$ cat src/rtl/pwm_decode.sv
// PWM receiver: measures high time and period in prescaled ticks, decodes the high time to a scancode.
// Latency: valid and outputs update one clk after the tick that samples the rising edge. No backpressure.
// Optional PWM_DECODE_FILTER_EN: 3-tick glitch filter on the sampled level (edges shift by 2 ticks).
module pwm_decode #(
  parameter int PRESCALE = 625,
  parameter int CNT_W    = 10,
  parameter int TOL      = 2
) (
  input  logic             clk,
  input  logic             reset,
  input  logic             pwm_in,
  output logic [CNT_W-1:0] high_ticks,
  output logic [CNT_W-1:0] period_ticks,
  output logic [7:0]       scancode,
  output logic             valid,
  output logic             stuck,
  output logic             stuck_level
);

  localparam int PS_W = (PRESCALE > 1) ? $clog2(PRESCALE) : 1;
  localparam logic [PS_W-1:0]  PS_LAST = PS_W'(PRESCALE - 1);
  localparam logic [CNT_W-1:0] ONE     = CNT_W'(1);
  localparam logic [CNT_W-1:0] CNT_MAX = {CNT_W{1'b1}};
  localparam logic [CNT_W-1:0] CNT_TO  = CNT_MAX - ONE;

  localparam logic [1:0] IDLE = 2'd0;
  localparam logic [1:0] HIGH = 2'd1;
  localparam logic [1:0] LOW  = 2'd2;

  logic            sync1, s;
  logic [PS_W-1:0] tcnt;
  logic            tick;
  logic            samp, prev;
  logic            rise, fall, timeout;
  logic [1:0]      state;
  logic [CNT_W-1:0] hc, pc;

  always_ff @(posedge clk or posedge reset) begin
    if (reset) begin
      sync1 <= 1'b0;
      s     <= 1'b0;
    end else begin
      sync1 <= pwm_in;
      s     <= sync1;
    end
  end

  assign tick = (tcnt == PS_LAST);

  always_ff @(posedge clk or posedge reset) begin
    if (reset)     tcnt <= '0;
    else if (tick) tcnt <= '0;
    else           tcnt <= tcnt + PS_W'(1);
  end

`ifdef PWM_DECODE_FILTER_EN
  logic [1:0] hist;

  always_ff @(posedge clk or posedge reset) begin
    if (reset)     hist <= 2'b00;
    else if (tick) hist <= {hist[0], s};
  end

  // level only moves after three identical consecutive tick samples
  assign samp = (s == hist[0] && s == hist[1]) ? s : prev;
`else
  assign samp = s;
`endif

  always_ff @(posedge clk or posedge reset) begin
    if (reset)     prev <= 1'b0;
    else if (tick) prev <= samp;
  end

  assign rise    = tick &  samp & ~prev;
  assign fall    = tick & ~samp &  prev;
  assign timeout = (pc >= CNT_TO);

  function automatic logic [CNT_W-1:0] sat_inc(input logic [CNT_W-1:0] v);
    sat_inc = (v == CNT_MAX) ? v : v + ONE;
  endfunction

  function automatic logic [7:0] decode(input logic [CNT_W-1:0] h);
    int v;
    v = int'(h);
    decode = 8'h00;
    if      (v >= 20 - TOL && v <= 20 + TOL) decode = 8'h2B;
    else if (v >= 25 - TOL && v <= 25 + TOL) decode = 8'h15;
    else if (v >= 30 - TOL && v <= 30 + TOL) decode = 8'h33;
    else if (v >= 80 - TOL && v <= 80 + TOL) decode = 8'h22;
  endfunction

  always_ff @(posedge clk or posedge reset) begin
    if (reset) begin
      state        <= IDLE;
      hc           <= '0;
      pc           <= '0;
      high_ticks   <= '0;
      period_ticks <= '0;
      scancode     <= 8'h00;
      valid        <= 1'b0;
      stuck        <= 1'b0;
      stuck_level  <= 1'b0;
    end else begin
      valid <= 1'b0;
      if (tick) begin
        if (stuck) stuck_level <= samp;
        case (state)
          IDLE: begin
            // pc doubles as the no-edge watchdog while waiting to arm
            if (rise) begin
              hc    <= ONE;
              pc    <= ONE;
              state <= HIGH;
            end else if (pc != CNT_MAX) begin
              pc <= pc + ONE;
              if (pc == CNT_TO) begin
                stuck       <= 1'b1;
                stuck_level <= samp;
              end
            end
          end
          HIGH: begin
            if (fall) begin
              pc    <= sat_inc(pc);
              state <= LOW;
            end else if (timeout) begin
              pc          <= CNT_MAX;
              stuck       <= 1'b1;
              stuck_level <= samp;
              state       <= IDLE;
            end else begin
              pc <= sat_inc(pc);
              hc <= sat_inc(hc);
            end
          end
          LOW: begin
            if (rise) begin
              high_ticks   <= hc;
              period_ticks <= pc;
              scancode     <= decode(hc);
              valid        <= 1'b1;
              stuck        <= 1'b0;
              hc           <= ONE;
              pc           <= ONE;
              state        <= HIGH;
            end else if (timeout) begin
              pc          <= CNT_MAX;
              stuck       <= 1'b1;
              stuck_level <= samp;
              state       <= IDLE;
            end else begin
              pc <= sat_inc(pc);
            end
          end
          default: state <= IDLE;
        endcase
      end
    end
  end

endmodule

$ cat config.mk
export PLATFORM = sky130hd
export DESIGN_NAME = pwm_decode
export DESIGN_NICKNAME = d
export VERILOG_FILES = /design/src/rtl/pwm_decode.sv
export SDC_FILE = /design/constraint.sdc
export NUM_CORES = 1
export LEC_CHECK = 0
export ABC_AREA = 1
export CAP_MARGIN = 15
export CORE_ASPECT_RATIO = 2
export CORE_MARGIN = 2
export CORE_UTILIZATION = 40
export DETAILED_ROUTE_END_ITERATION = 8
export PLACE_DENSITY = 0.61
export RECOVER_POWER = 50
export SLEW_MARGIN = 30
export SYNTH_ARGS = -nofsm -noshare
export SYNTH_HDL_FRONTEND = slang
export SYNTH_SLANG_ARGS = --single-unit
export TNS_END_PERCENT = 20
$ cat constraint.sdc
create_clock -name clk -period 5.6 [get_ports clk]
set_input_delay 1.12 -clock clk [delete_from_list [all_inputs] [get_ports clk]]
set_output_delay 1.12 -clock clk [all_outputs]
set_load 0.02 [all_outputs]
# Yosys cells after proc, flatten, opt, wreduce, memory -nomap -nowiden
# Cells that the tools add are included.
# classes
n_eq_ne,16
order_cmp,9
div_mod_pow,0
bitwise,6
add_sub_neg,3
reduce_logical,13
shifts,0
n_mul,0
mux,40
# ops
op,n
$mux 10,11
$eq 10x10->1 const B,4
$add 10x1->10 const B,3
$ge 10x5->1 const B,3
$pmux 10 s3,1
$mux 6,4
$le 10x5->1 const B,2
$pmux 10 s2,1
$mux 1,16
$ne 2x2->1 const B,7
$reduce_and 6->1,2
$ge 10x10->1 const B,1
$ge 10x7->1 const B,1
$le 10x6->1 const B,1
$le 10x7->1 const B,1
$ne 10x10->1 const B,1
$mux 2,4
$pmux 1 s3,2
$pmux 2 s3,1
$reduce_and 3->1,2
$and 1x1->1,4
$logic_and 1x1->1,4
$ne 3x3->1 const B,1
$reduce_bool 3->1,1
8 further kinds,9
# totals
ff_bits,66
out_inout_bits,31
latchBits,0
rom_bits,0
inputBits,3
elab_cells,100
ramBits,0
mem_count,0

# Longest topological paths before layout
# Gate-level depths: netlist of run 1.
# depth
ltp_word,6
ltp_mapped,13

# Least setup slack after synthesis of run 1
# Ideal clock, no wire load.
# synth_timing
path_type,reg-to-output
start,"register, netlist name scancode[1]"
end,output scancode[5]
path_slack_ns,3.857
required_time_ns,4.480
stages_incl_launch_ff,2
t_arrival_ns,0.623
path_cell_list,dfrtp_1 buf_4
# synth_rtl
element,line_no,text
to (decl),14,"output logic [7:0] scancode,"

# Worst setup path after layout of run 1
# layout_timing
start,register tcnt[0]
end,register stuck_level
# layout_between
elab_chain_cells,5
word_cells_on_any_way,9
# layout_rtl
element,line_no,text
from (decl),31,logic [PS_W-1:0] tcnt;
from (signal assigned),53,else tcnt <= tcnt + PS_W'(1);
$eq 10x10->1 *,48,assign tick = (tcnt == PS_LAST);
$and 1x1->1 (on tied branches) (2 in series),"75, 76",
$mux 1 (on tied branches),"138, 111, 124",
$pmux 1 s3,108,case (state)
to (signal assigned),107,if (stuck) stuck_level <= samp;
to (signal assigned),119,stuck_level <= samp;
to (signal assigned),150,stuck_level <= samp;
to (decl),17,output logic stuck_level
# Mark *: on every way between the ends. The rest lies on a longest branch, timed or not.
# A chain may end at the register's enable or synchronous reset.

==> key figures, run 1 <==
Outcome
  • Status: completed

Floorplan
  • Core area: 9010 µm²
  • Die X: around 72 µm
  • Die height: approximately 140 µm
  • IO Pins: 34
  • Initial Util: 0.415
  • Die ar.: ~10000 µm²
  • Placement row count: 49

Clocking
  • Post-CTS sizing: 0
  • Post CTS Setup Buffer Count: 0
  • Hold_buf cts: 0
  • Clk slew on worst S/H paths: around 0.05 ns
  • Clock Path Buffers: 2
  • Worst-Skew Late Latency: about 0.33 ns
  • Num CTS Buffers: 9
  • H-tree depth: 3
  • Root Driver: clkbuf_16
  • CTS tree: built
  • CTS sink cnt: 63

Routing
  • Vias: around 3200
  • Via density: 5.19
  • Total wire length: about 9 mm
  • DR iter-0 viols: between 200 and 300
  • Remaining antenna violation count: 0
  • Residual DRC: 0
  • DR WL/cell: approximately 14 µm
  • Detailed Routing Iterations Pass 1: 4

Synthesis
  • YS warnings: 0
  • Synth Flop Type: dfrtp_1
  • Area of the mapped netlist: between 3000 and 4000 µm²
  • Cell variety after synth: 39
  • Leading area contributor after synthesis: dfrtp_1
  • Yosys reg bits: 63
  • Syn avg cell area: 7.60 µm²
  • Mapped Cells: slightly below 500
  • Count leader, synth: nand2_1
  • Top post-synthesis cells by area: dfrtp_1, nand2_1, inv_1
  • Yosys top cell area share: 0.422
  • Register area share after synthesis: 0.422
  • Asr flop ratio synth: 1.00
  • Post-synth EDFFs: 0
  • Synth cell count leaders: nand2_1, dfrtp_1, inv_1

Placed design
  • GPL Wtd Cong: roughly 0.90
  • # port buffers: 31
  • DP Area: 4070 µm²
  • Post-DP HPWL: 6.43 mm

GRT
  • GRT met2 Usage: 0.325
  • Most used routing layer: met2
  • Met1 usage: 0.208
  • All-Layer GR Usage: 0.188
  • M3 GR Usage: 0.0422
  • Vias in the first global route: slightly above 3000
  • Largest net degree at the start of global routing: 64
  • Initial antenna violation count: 0
  • First-pass GRT wire length: 14.7 mm
  • GRT overflow: 0

Setup path
  • Worst path buffer plus inverter count: 2
  • Required @ worst endpoint: around 5.9 ns
  • CP Capture Type: register
  • Worst Path Arrival: 3.33 ns
  • Crit Path Class: reg -> reg
  • Worst setup SP type: register
  • Worst-path cell chain: inv_1, ha_1, nand2_1, nor2_1, nand3_4, nor2_1, inv_2, nand3_2, nand2_1, nand2_1, nand2_1, nand2_1
  • CP max FO: 38
  • CP delay by family, top: simple AND/OR/NAND/NOR gates
  • CP max stage cell: nor2_1
  • Max stage delay on crit path: between 0.6 and 0.7 ns
  • CP dominant cell by count: nand2_1

Worst hold path
  • Worst min-delay path class: reg -> reg

Layout
  • ANT cells: 0
  • Finished Cell Area: between 4000 and 5000 µm²
  • Layout cell share with drive strength beyond 1: 0.0880
  • Net count reported at finish: ~530
  • Fillers: between 800 and 900
  • Area grow syn2layout: 17.2%

STA
  • Min Tclk post-route: a little over 3 ns
  • Final setup violation count: 0
  • Total negative slack: 0 ns
  • Crit share post-route: 0.545
  • Slew HR: 0.460
  • Hold Fails Final Rpt: 0
  • Max frequency: approximately 330 MHz
  • Unrepaired setup endpoints after global routing: false
  • Skew final: 0.00749 ns
  • Worst Tran Pin Value: between 0.8 and 0.9 ns
  • Pins Over Slew Limit: 0

Power
  • Leakage Power: approximately 0.0021 µW
  • Cell Pwr Density: ~250 nW/µm²
  • VDD IR max: 0.174 mV
  • Final Power: approximately 1100 µW

Flow run
  • Max_cap viols: 0
[worst paths after layout]
kind	slack (ns)	startpoint	cells after the start	end
min in group asynchronous	1.46	reset	3	valid$_DFF_PP0_
setup reg to reg	2.55	tcnt[0]$_DFF_PP0_	12	stuck_level$_DFFE_PP0N_
hold reg to reg	0.36	sync1$_DFF_PP0_	0	s$_DFF_PP0_
hold / removal	0.36	sync1$_DFF_PP0_	0	s$_DFF_PP0_
max in group asynchronous	3.61	reset	3	period_ticks[5]$_DFFE_PP0P_
setup / recovery	2.55	tcnt[0]$_DFF_PP0_	12	stuck_level$_DFFE_PP0N_
[stage by stage]
step                      setup slack (ns)  instances   util  hold WS (ns)
final                                 2.55        625  0.486         0.358
after global routing                  2.19        625  0.486         0.361
after CTS                             3.09        625  0.489         0.357
after detailed placement              3.22        610  0.451         0.345
after global placement                3.28        610  0.451         0.333
after floorplan                       2.91        493      -         0.331
[placed cells by master, fill, tap and decap left out, types with 2 or more instances in the layout]
cell,instances
nand2_1,138
dfrtp_1,63
inv_1,53
nor2_1,52
nand3_1,35
clkdlybuf4s50_1,29
o21ai_1,21
o21ai_0,14
a21oi_1,12
ha_1,11
o21ai_2,10
nor3_1,10
clkbuf_16,9
nand4_1,8
xor2_1,7
or2_2,5
a22oi_1,5
nand3_2,3
nor2_2,3
inv_2,3
bufinv_16,3
nand3b_1,2
xnor2_1,2
nor4_1,2
nand2_2,2
nand3_4,2
conb_1,2
clkinvlp_4,2
dlygate4sd3_1,2
[cell type report]
type / count / area (µm²) / area share
Tap cell: 102 / 128 / 0.0291
Multi-Input combinational cell: 356 / 1810 / 0.413
Sequential cell: 63 / 1580 / 0.360
Clock buffer: 9 / 225 / 0.0514
Timing Repair Buffer: 32 / 318 / 0.0726
Inverter: 57 / 214 / 0.0489
Clock inverter: 6 / 110 / 0.0251
[cell families (layout without fill, tap and decap cells)]
logic type      count (synthesis)  count (layout)  share of synthesized area
simple gates                  264             264                      0.317
buf+inv                        74             104                     0.0891
compound gates                 70              70                      0.113
flops                          63              63                      0.422
fa+ha+maj                      11              11                     0.0368
xor+xnor                        9               9                     0.0211
other cells                     1               2                    0.00100
[where the power goes]
group / switching (µW) / leakage [µW] / total [µW] / internal [µW]
clock: 199 / 0.000158 / 630 / 431
sequential: 0.937 / 0.000861 / 457 / 456
combinational: 10.4 / 0.00106 / 12.0 / 1.53
total: 210 / 0.00208 / 1100 / 889
[metal layers]
layer,vias to the layer above,part of all wire
met3,16,0.033
met2,74,0.55
met5,-,0
met1,1524,0.39
met4,0,0.023
li1,1632,-
[flip-flops by register name (all words and copies together), names as in the netlist]
| register | cells |
|---|---|
| state | 2 |
| stuck_level | 1 |
| sync1 | 1 |
| period_ticks | 10 |
| pc | 10 |
| high_ticks | 10 |
| valid | 1 |
| s | 1 |
| stuck | 1 |
| tcnt | 10 |
| hc | 10 |
| prev | 1 |
| scancode | 5 |
Power figures use the tool's default switching activity.
==> run 2, diff against run 1 <==
--- a/config.mk
+++ b/config.mk
@@ -11,7 +11,7 @@
 export CORE_MARGIN = 2
 export CORE_UTILIZATION = 40
 export DETAILED_ROUTE_END_ITERATION = 8
-export PLACE_DENSITY = 0.61
+export PLACE_DENSITY = 0.63
 export RECOVER_POWER = 50
 export SLEW_MARGIN = 30
 export SYNTH_ARGS = -nofsm -noshare
==> constraint.sdc (replaced) <==
create_clock -name clk -period 2.6 [get_ports clk]
set_input_delay 0.52 -clock clk [delete_from_list [all_inputs] [get_ports clk]]
set_output_delay 0.52 -clock clk [all_outputs]
set_load 0.02 [all_outputs]
==> run 2 against run 1 <==
First-iteration DRC count shrank 5.5%. Routed wire length decreased by 0.59%. Die area unchanged. Critical path type unchanged.
==> key figures, run 2 (synthesized netlist as in run 1, its figures left out) <==
STA
  • Slew HR: 0.500 (was 0.460)
  • Hold Fails Final Rpt: 0 (unchanged)
  • Max frequency: 457 MHz (was 328 MHz)
  • Min Tclk post-route: 2.19 ns (was 3.05 ns)
  • Crit share post-route: 0.841 (was 0.545)
  • Pins Over Slew Limit: 0 (unchanged)
  • Worst Tran Pin Value: 0.747 ns (was 0.807 ns)
  • Total negative slack: 0 ns (unchanged)
  • Final setup violation count: 0 (unchanged)
  • Unrepaired setup endpoints after global routing: false (unchanged)
  • Skew final: 0.00761 ns (was 0.00749 ns)

Clocking
  • Num CTS Buffers: 9 (unchanged)
  • Post CTS Setup Buffer Count: 0 (unchanged)
  • Post-CTS sizing: 0 (unchanged)
  • CTS tree: built (unchanged)
  • Clock Path Buffers: 2 (unchanged)
  • Root Driver: clkbuf_16 (unchanged)
  • Clk slew on worst S/H paths: 0.05 ns (about the same)
  • Worst-Skew Late Latency: 0.33 ns (about the same)
  • Hold_buf cts: 0 (unchanged)
  • H-tree depth: 3 (unchanged)
  • CTS sink cnt: 63 (unchanged)

Routing
  • Remaining antenna violation count: 0 (unchanged)
  • Total wire length: 8.76 mm (was 8.81 mm)
  • Vias: 3234 (was 3246)
  • Via density: 5.13 (was 5.19)
  • DR iter-0 viols: 260 (was 275)
  • DR WL/cell: 13.9 µm (was 14.1 µm)
  • Residual DRC: 0 (unchanged)
  • Detailed Routing Iterations Pass 1: 4 (unchanged)

Setup path
  • CP Capture Type: register (unchanged)
  • Worst-path cell chain: inv_1, ha_1, nand2_1, nor2_8, nand3_4, nor2_2, clkbuf_1, nand2_2, o21ai_0, nand2_1 (was inv_1, ha_1, nand2_1, nor2_1, nand3_4, nor2_1, inv_2, nand3_2, nand2_1, nand2_1, nand2_1, nand2_1)
  • Worst setup SP type: register (unchanged)
  • Worst Path Arrival: 2.41 ns (was 3.33 ns)
  • CP max stage cell: clkbuf_1 (was nor2_1)
  • Crit Path Class: reg -> reg (unchanged)
  • CP dominant cell by count: nand2_1 (unchanged)
  • Required @ worst endpoint: 2.82 ns (was 5.87 ns)
  • CP delay by family, top: simple AND/OR/NAND/NOR gates (unchanged)
  • CP max FO: 10 (was 38)
  • Max stage delay on crit path: 0.43 ns (was 0.67 ns)
  • Worst path buffer plus inverter count: 2 (unchanged)

Placed design
  • DP Area: 4130 µm² (was 4070 µm²)
  • Post-DP HPWL: 6.62 mm (was 6.43 mm)
  • # port buffers: 31 (unchanged)
  • GPL Wtd Cong: 0.953 (was 0.895)

Floorplan
  • Die height: 141 µm (unchanged)
  • Placement row count: 49 (unchanged)
  • Die ar.: 10200 µm² (unchanged)
  • Initial Util: 0.415 (unchanged)
  • Die X: 72.4 µm (unchanged)
  • Core area: 9010 µm² (unchanged)
  • IO Pins: 34 (unchanged)

GRT
  • Vias in the first global route: 3223 (was 3058)
  • GRT overflow: 0 (unchanged)
  • Initial antenna violation count: 0 (unchanged)
  • Largest net degree at the start of global routing: 39 (was 64)
  • All-Layer GR Usage: 0.189 (was 0.188)
  • First-pass GRT wire length: 15.1 mm (was 14.7 mm)

Layout
  • Most common cell after layout, fill and taps aside: nand2_1 (unchanged)
  • Most frequent cells in the layout: nand2_1, dfrtp_1, inv_1 (unchanged)
  • Fillers: 896 (was 891)
  • Finished Cell Area: 4470 µm² (was 4380 µm²)
  • ANT cells: 0 (unchanged)
  • Area of the multi-input gates: 1830 µm² (was 1810 µm²)
  • Net count reported at finish: 538 (was 533)
  • Area grow syn2layout: 19.6% (was 17.2%)
  • Seq. cell area: 1580 µm² (unchanged)
  • Layout cell share with drive strength beyond 1: 0.100 (was 0.0880)

Power
  • Final Power: 2390 µW (was 1100 µW)
  • Leakage Power: 0.00216 µW (was 0.00208 µW)
  • VDD IR max: 0.324 mV (was 0.174 mV)
  • Cell Pwr Density: 536 nW/µm² (was 251 nW/µm²)

Worst hold path
  • Worst min-delay path class: reg -> reg (unchanged)

Flow run
  • Max_cap viols: 0 (unchanged)

Outcome
  • Status: completed (unchanged)
[run 2: cell count changes in the layout (fill, tap and decap cells not counted)]
| cell | change |
|---|---|
| clkinvlp_4 | -2 |
| buf_4 | +2 |
| nor2_8 | +1 |
| buf_12 | +2 |
| clkbuf_1 | +1 |
| clkinv_4 | +3 |
| nor2_2 | +1 |
| inv_1 | +1 |
| nor2_1 | -2 |
| clkinv_1 | -1 |
[run 2: final timing paths]
check	start	to	slack (ns)	cells after the start
min in group asynchronous	reset	scancode[3]$_DFFE_PP0P_	0.69	2
max reg2reg	tcnt[0]$_DFF_PP0_	scancode[1]$_DFFE_PP0P_	0.41	10
max	tcnt[0]$_DFF_PP0_	scancode[1]$_DFFE_PP0P_	0.41	10
min	sync1$_DFF_PP0_	s$_DFF_PP0_	0.36	0
max in group asynchronous	reset	tcnt[6]$_DFF_PP0_	1.34	3
min reg2reg	sync1$_DFF_PP0_	s$_DFF_PP0_	0.36	0
[run 2: per-layer routing]
layer / vias up / share of wire / GRT usage
li1: 1641 / - / -
met1: 1514 / 0.39 / 0.199
met2: 60 / 0.55 / 0.339
met3: 19 / 0.029 / 0.0443
met4: 0 / 0.033 / 0.0963
met5: - / 0 / 0
[run 2: worst register-to-register path: stages, from the launching register on]
cell      delay, ns
dfrtp_1        0.39
inv_1          0.08
ha_1           0.17
nand2_1        0.18
nor2_8         0.21
nand3_4        0.13
nor2_2         0.13
clkbuf_1       0.43
nand2_2        0.18
o21ai_0        0.11
nand2_1        0.07
[run 2: power breakdown]
part / switching (µW) / internal, µW / total [µW]
registers: 1.78 / 983 / 985
clock network: 438 / 938 / 1380
logic: 24.1 / 8.31 / 32.4
[run 2: cell type report]
cell class,count,area share
clock inverters,7,0.0272
well taps,102,0.0286
flip-flops and latches,63,0.353
inverters,57,0.0479
clock buffers,9,0.0504
repair buffers,37,0.0843
multi-input cells,356,0.409
[run 2: through the flow]
step	instances	utilization	setup slack, ns	hold WS, ns
3_3_place_gp	615	0.458	0.572	0.332
4_1_cts	631	0.497	0.553	0.361
6_report	631	0.496	0.413	0.361
3_5_place_dp	615	0.458	0.575	0.348
2_1_floorplan	493	-	0.510	0.331
5_1_grt	631	0.496	0.179	0.375
